### config.mk
export PLATFORM = sky130hd
export DESIGN_NAME = regfile_wb_queue
export DESIGN_NICKNAME = d
export VERILOG_FILES = /design/src/rtl/regfile_wb_queue.sv
export SDC_FILE = /design/constraint.sdc
export NUM_CORES = 1
export LEC_CHECK = 0
export BUFFER_PORTS_ARGS = -buffer_cell sky130_fd_sc_hd__buf_2
export CAP_MARGIN = 10
export CORE_UTILIZATION = 40
export DETAILED_ROUTE_END_ITERATION = 10
export HOLD_SLACK_MARGIN = 0.02
export SETUP_SLACK_MARGIN = 0.02
export SLEW_MARGIN = 5
export SYNTH_ARGS = -nofsm -noshare
export SYNTH_HDL_FRONTEND = slang
export SYNTH_SLANG_ARGS = --single-unit
### constraint.sdc
create_clock -name CLK -period 4 [get_ports CLK]
set_input_delay 0.4 -clock CLK [delete_from_list [all_inputs] [get_ports CLK]]
set_output_delay 0.4 -clock CLK [all_outputs]
set_load 0.03 [all_outputs]
### src/rtl/regfile_wb_queue.sv
// rtl/regfile_wb_queue.sv - in-order register writeback queue with read bypass
module regfile_wb_queue #(
  parameter int DEPTH = 4
) (
  input  logic                       CLK,
  input  logic                       nRST,
  input  logic                       wr_valid,
  output logic                       wr_ready,
  input  logic [4:0]                 wr_sel,
  input  logic [31:0]                wr_data,
  input  logic                       wr_hold,
  input  logic [4:0]                 rd_sel1,
  input  logic [4:0]                 rd_sel2,
  output logic [31:0]                rd_dat1,
  output logic [31:0]                rd_dat2,
  output logic                       rf_WEN,
  output logic [4:0]                 rf_wsel,
  output logic [31:0]                rf_wdat,
  output logic [4:0]                 rf_rsel1,
  output logic [4:0]                 rf_rsel2,
  input  logic [31:0]                rf_rdat1,
  input  logic [31:0]                rf_rdat2,
  output logic [$clog2(DEPTH):0]     count,
  output logic                       empty,
  output logic                       full
);

  localparam int PW = $clog2(DEPTH);
  localparam int CW = PW + 1;

  // Entry storage; validity is defined solely by head/count, so no reset.
  logic [4:0]    sel_mem  [DEPTH];
  logic [31:0]   data_mem [DEPTH];

  logic [PW-1:0] head;
  logic [PW-1:0] tail;

  logic          accept;
  logic          push;
  logic          pop;

  logic          hit1;
  logic          hit2;
  logic [31:0]   byp1;
  logic [31:0]   byp2;
  logic [PW-1:0] idx;

  // Status decodes; wr_ready ignores a same-cycle drain so it never depends on wr_hold.
  always_comb begin
    empty    = (count == '0);
    full     = (count == CW'(DEPTH));
    wr_ready = (count < CW'(DEPTH));
  end

  // Handshake: register-zero writes are consumed but never occupy an entry.
  always_comb begin
    accept = wr_valid && wr_ready;
    push   = accept && (wr_sel != 5'd0);
    pop    = !empty && !wr_hold;
  end

  // Register-file write port driven straight from the head entry.
  always_comb begin
    rf_WEN  = 1'b0;
    rf_wsel = 5'd0;
    rf_wdat = 32'd0;
    if (pop) begin
      rf_WEN  = 1'b1;
      rf_wsel = sel_mem[head];
      rf_wdat = data_mem[head];
    end
  end

  // Read ports pass through to the register file.
  always_comb begin
    rf_rsel1 = rd_sel1;
    rf_rsel2 = rd_sel2;
  end

  // Bypass search oldest-to-youngest so the youngest matching entry overrides.
  always_comb begin
    hit1 = 1'b0;
    hit2 = 1'b0;
    byp1 = 32'd0;
    byp2 = 32'd0;
    idx  = '0;
    for (int i = 0; i < DEPTH; i++) begin
      idx = head + PW'(i);
      if (CW'(i) < count) begin
        if (sel_mem[idx] == rd_sel1) begin
          hit1 = 1'b1;
          byp1 = data_mem[idx];
        end
        if (sel_mem[idx] == rd_sel2) begin
          hit2 = 1'b1;
          byp2 = data_mem[idx];
        end
      end
    end
  end

  // Final read mux: register zero reads as zero, then queue hit, then register file.
  always_comb begin
    if (rd_sel1 == 5'd0)  rd_dat1 = 32'd0;
    else if (hit1)        rd_dat1 = byp1;
    else                  rd_dat1 = rf_rdat1;
    if (rd_sel2 == 5'd0)  rd_dat2 = 32'd0;
    else if (hit2)        rd_dat2 = byp2;
    else                  rd_dat2 = rf_rdat2;
  end

  // Write the tail entry on push.
  always_ff @(posedge CLK) begin
    if (push) begin
      sel_mem[tail]  <= wr_sel;
      data_mem[tail] <= wr_data;
    end
  end

  // Pointers and occupancy; pointers wrap naturally since DEPTH is a power of two.
  always_ff @(posedge CLK or negedge nRST) begin
    if (!nRST) begin
      head  <= '0;
      tail  <= '0;
      count <= '0;
    end else begin
      if (push) tail <= tail + PW'(1);
      if (pop)  head <= head + PW'(1);
      case ({push, pop})
        2'b10:   count <= count + CW'(1);
        2'b01:   count <= count - CW'(1);
        default: count <= count;
      endcase
    end
  end

endmodule

Word level (Yosys, flattened, before mapping) --
Memory sizes are Yosys's and may differ from the RTL's. Cells that the tools add are included.
Operators by class: add/subtract/negate cells 6, $lt $le $gt $ge 5, eq/ne operators 11, muxes and demuxes 42, reductions and logical operators 10
Operators by type and width (number):
- 32-bit 2-to-1 mux | 21
- 5-bit == test | 8
- 1-bit 2-to-1 mux | 19
- 5-bit zero test | 2
- 1-bit by 3-bit < comparator with 1-bit output (first input constant) | 2
- 2-bit by 3-bit < comparator with 1-bit output (first input constant) | 2
- 3-bit one-hot mux with 2 select lines | 1
- 5-bit 2-to-1 mux | 1
- 5-bit nonzero test | 1
- 2-bit by 1-bit adder with 2-bit output (second input constant) | 2
- 2-bit adder (second input constant) | 2
- 3-bit by 1-bit adder with 3-bit output (second input constant) | 1
- 3-bit == test (second input constant) | 1
- 1-bit logical AND | 3
- 3-bit zero test | 1
- 3-bit < comparator (second input constant) | 1
- 3-bit by 1-bit subtractor with 3-bit output (second input constant) | 1
- 2-bit by 1-bit == test with 1-bit output (second input constant) | 1
- 2-bit == test (second input constant) | 1
- 1-bit zero test | 2
- 2-bit nonzero test | 1
Word-level totals: flip-flop bits (word level) 7, memory bits (writable) 148, bits of input ports 115, logic and storage cells 79, memories kept 2
Memory list:
- data_mem | words 4, bits a word 32, rd ports 4, clocked after memory_dff 0, write ports 1, line 33 | logic [31:0] data_mem [DEPTH];
- sel_mem | words 4, bits a word 5, rd ports 4, clocked after memory_dff 0, write ports 1, line 32 | logic [4:0] sel_mem [DEPTH];

Depth between registers and ports, before layout --
An unclocked memory read counts as a cell.
word-level depth 12, gate-level depth with buffers 13, gate-level depth less buffers 9

Worst setup path after synthesis --
No wires, ideal clock.
path kind reg-to-output, start register count[1], end output rd_dat2[10], arrival 3.120 ns, path slack 0.480 ns, stages on the path, launching flop included 12, cells stage by stage dfrtp_1 -> inv_1 -> ha_1 -> o21bai_1 -> and2_1 -> buf_1 -> clkbuf_1 -> a211o_1 -> or3_1 -> o211ai_1 -> a211oi_2 -> nor3_1
On the way: word-level cells in the longest chain between the ends 10, elaborated cells between the ends (all ways) 20, classes of those cells order compare: 4; mux: 16
RTL lines:
- start: declaration | line 23 | output logic [$clog2(DEPTH):0] count,
- start signal: assignment | line 130 | 2'b10: count <= count + CW'(1);
- start signal: assignment | line 131 | 2'b01: count <= count - CW'(1);
- start signal: assignment | line 132 | default: count <= count;
- 1-bit by 3-bit < comparator with 1-bit output | line 89 | if (CW'(i) < count) begin
- 32-bit 2-to-1 mux or 1-bit 2-to-1 mux (tied branches) | line 89
- 32-bit 2-to-1 mux or 1-bit 2-to-1 mux (tied branches) | line 94 | if (sel_mem[idx] == rd_sel2) begin
- 32-bit 2-to-1 mux or 1-bit 2-to-1 mux (tied branches) | line 89
- 32-bit 2-to-1 mux or 1-bit 2-to-1 mux (tied branches) | line 94
- 32-bit 2-to-1 mux or 1-bit 2-to-1 mux (tied branches) | line 89
- 32-bit 2-to-1 mux or 1-bit 2-to-1 mux (tied branches) | line 94
- 32-bit 2-to-1 mux or 1-bit 2-to-1 mux (tied branches) | line 89
- 32-bit 2-to-1 mux * | line 108 | else if (hit2) rd_dat2 = byp2;
- 32-bit 2-to-1 mux * | line 107 | if (rd_sel2 == 5'd0) rd_dat2 = 32'd0;
- end: declaration | line 15 | output logic [31:0] rd_dat2,
Mark *: on every way between the ends. The rest lies on a longest branch, timed or not.

Worst setup path after layout --
start register head[0], end output rd_dat2[24]
On the way: word-level cells in the longest chain between the ends 12, elaborated cells between the ends (all ways) 27, classes of those cells add/sub: 3; eq/ne: 4; mux: 18; memory: 2
RTL lines:
- start: declaration | line 35 | logic [PW-1:0] head;
- start signal: assignment | line 128 | if (pop) head <= head + PW'(1);
- parallel branches: the longest is 10 deep, another holds memory 4 x 5 bit
- 32-bit 2-to-1 mux * | line 108
- 32-bit 2-to-1 mux * | line 107
Every way passes the cells marked *.

==> metrics.md <==
| Metric | Value |
|---|---|
| RSZ-0062 raised after global routing | true |
| Port-buffer cells | 232 |
| Final #Nets | 1603 |
| Main combinational cell family by area after synthesis | compound AO/OA/AOI/OAI gates |
| Hold Crit Depth | 1 |
| Vias in the first global route | 10600 |
| Mux share of post-synthesis cell area | 15.7% |
| WL met2 | 19.6 mm |
| Sequential area share after synthesis | 37.4% |
| # fillers | 2777 |
| Syn. warnings | 0 |
| Clk sinks | 155 |
| Final worst slack | 0.127 ns |
| Simple-Gate Fraction of Synth Area | 14.2% |
| DRC viols | 0 |
| Global-route wire length before repair | 61.4 mm |
| Most frequent cells in the layout | buf_2, edfxtp_1, nand2_1 |
| Top cells by area, synth | edfxtp_1, mux2i_1, mux2_2, o21ai_0, nand2_1 |
| Critical Path AT | 3.47 ns |
| Fin crit share | 96.8% |
| Min-delay src | wr_data[24] |
| Initial core utilization | 41.1% |
| Top sig layer | met5 |
| Syn Inst Count | 1296 |
| Commonest non-fill, non-tap cell in the layout | buf_2 |
| R2R setup slack | 1.08 ns |
| Netlist cell types | 55 |
| Final Critical Period | 3.87 ns |
| Hold WC Path Type | input port to register |
| Chip height | 178 microns |
| TritonRoute pass-1 iters | 5 |
| Total power | 12.3 mW |
| Final setup fails | 0 |
| Critical setup path kind | register to output pin |
| Pre-CTS WS | 0.163 ns |
| Rows | 63 |
| R2R depth | 9 |
| FF+latch count, synth | 155 |
| Reg2reg end | count[2]$_DFFE_PN0P_ |
| Top-area cell type share of the netlist area | 36.0% |
| Layout cell share with drive strength beyond 1 | 33.4% |
| Total global routing overflow | 0 |
| WL/cell | 22.0 microns |
| Final Non-Filler Cells | 1886 |
| Detailed-route via count | 11300 |
| Final wirelength | 41.5 mm |
| Area Growth Syn to Fin | 19.9% |
| Largest net degree at the start of global routing | 78 |
| Via/cell ratio | 6.02 |
| Final Hold Fails | 0 |
| Status | finished, final reports clean |
| DR WL met3 | 2.89 mm |
| Leading area contributor after synthesis | edfxtp_1 |
| Worst Max-Slew Pin Slew | 1.00 ns |
| Avg Synthesized Cell Area | 9.53 sq um |
| Slew Limit Headroom | 33.1% |
| Synth Area in Compound Gates | 22.7% |
| CTS tree | yes |
| Ys flop type | edfxtp_1 |
| Clock Tree Buf Depth | 2 |
| Adder-Cell Fraction of Synth Area | 0.912% |
| Max VDD drop | 0.000459 V |
| Placer Congestion | 0.911 |
| Overall routing resource usage | 25.7% |
| DRT iter0 DRCs | 865 |
| Worst Hold End | data_mem[1][24]$_DFFE_PP_ |
| Crit path required time | 3.60 ns |
| CTS root buf | clkbuf_16 |
| P per Cell Area | 832 nW/um^2 |
| Worst-path clk slew | 0.07 ns |
| H-tree level count | 4 |
| Die Footprint | 31600 sq um |
| DPL Wire Length | 27.3 mm |
| CORE AREA | 30000 sq um |
| Syn Std Cell Area | 12400 sq um |
| Leak Pwr | 5.65 nW |
| Max-cap violation count | 0 |
| Post-synth EDFFs | 148 |
| Endpoint class of the critical path | output pin |
| Type of origin of the critical path | register |
| Skew-Pair Late Insertion Delay | 0.43 ns |
| Clock skew | 0.00861 ns |
| CP max FO | 13 |
| Post-synthesis xor/xnor area fraction | 3.05% |
| Hold slack | 0.186 ns |
| Met1 wire length | 18.4 mm |
| Die X | 178 microns |
| Reg-to-Reg Start | count[0]$_DFFE_PN0P_ |
| Slew Viols, Final | 0 |
| Fmax | 258 MHz |
| Top Ports | 233 |
| Async SR Flop Fraction | 4.52% |
| Initial antenna violation count | 4 |
| Num CTS Buffers | 17 |
| Antenna viol nets, final | 0 |
| Placed cells | 1825 |
| Net count after synthesis | 1420 |
==> where the power goes <==
group	internal (mW)	total (mW)	switching, mW	leakage [nW]
logic	2.99	8.43	5.43	3.93
clock network	1.04	1.69	0.646	0.294
registers	2.05	2.21	0.164	1.42
==> cells in the mapped netlist, types with 3 or more instances <==
cell type and count:
buf_2 20, mux2i_1 77, nor2_1 135, mux2_2 65, a211oi_2 30, nor3_1 27
and2_1 9, nand4_1 3, ha_1 9, a21oi_1 65, a211oi_1 4, mux4_2 16
nor3_2 12, inv_1 8, o21ai_0 132, buf_4 22, xor2_1 13, mux4_1 3
dfrtp_1 7, o21a_1 32, buf_6 11, buf_1 13, a211o_1 34, clkbuf_1 75
edfxtp_1 148, nand2_1 135, or3_1 35, o32ai_1 32, o211ai_2 3, o211ai_1 62
xnor2_1 30
==> cell type report <==
class / instances / area [sq um] / share of cell area (%)
inverters: 9 / 36.3 / 0.245
flip-flops and latches: 155 / 4630 / 31.3
clock buffers: 20 / 437 / 2.95
multi-input cells: 992 / 7130 / 48.2
clock inverters: 12 / 176 / 1.19
repair buffers: 304 / 1900 / 12.8
well taps: 390 / 488 / 3.30
diodes: 4 / 10.0 / 0.0676
==> layer usage <==
metal  GRT usage [%]  up-vias
met5               0        -
met4            6.80        2
met3            4.33       48
met2            42.1      522
met1            35.0     5561
li1                -     5215
==> flip-flops by register name, indices dropped and copies added (netlist names) <==
signal    flops
tail          2
count         3
sel_mem      20
data_mem    128
head          2
==> per-stage QoR <==
step / TNS (ns) / instance area, sq um / util (%)
after detailed placement: 0 / 13800 / 46.0
after global routing: -0.0188 / 14800 / 49.3
final: 0 / 14800 / 49.3
after global placement: 0 / 13800 / 46.0
after CTS: 0 / 14600 / 48.5
after floorplan: 0 / 12400 / -
==> worst max-delay path by stage <==
stage,from,end,depth (start not counted)
floorplan,count[1]$_DFFE_PN0P_,rd_dat2[10],11
global placement,head[1]$_DFFE_PN0P_,rd_dat1[30],9
detailed placement,head[1]$_DFFE_PN0P_,rd_dat1[30],9
CTS,head[0]$_DFFE_PN0P_,rd_dat2[1],10
global route,head[0]$_DFFE_PN0P_,rd_dat1[30],11
finish,head[0]$_DFFE_PN0P_,rd_dat2[24],10
==> cell families after synthesis <==
kind of cell / count (synthesis)
xor+xnor: 43
fa+ha+maj: 9
mux: 161
simple gates: 375
flops: 155
buf+inv: 150
compound gates: 403
==> critical path, cell delays in order (launching register included) <==
cell and delay, ns:
dfrtp_4 0.52, buf_4 0.16, mux4_2 0.47, xnor2_1 0.20
nand4_2 0.22, or3_1 0.44, and4_4 0.30, buf_4 0.22
a211oi_2 0.27, nor3_2 0.07, buf_2 0.18
==> repair_timing <==
action                                  4_1_cts  5_1_grt
gates cloned                                  0        2
hold endpoints to repair                      7        0
pin swaps                                     0       11
endpoints found under the setup margin       64       60
setup buffers                                 8       14
hold buffers                                  1        0
gates resized for setup                       7       35
Power figures use the tool's default switching activity.
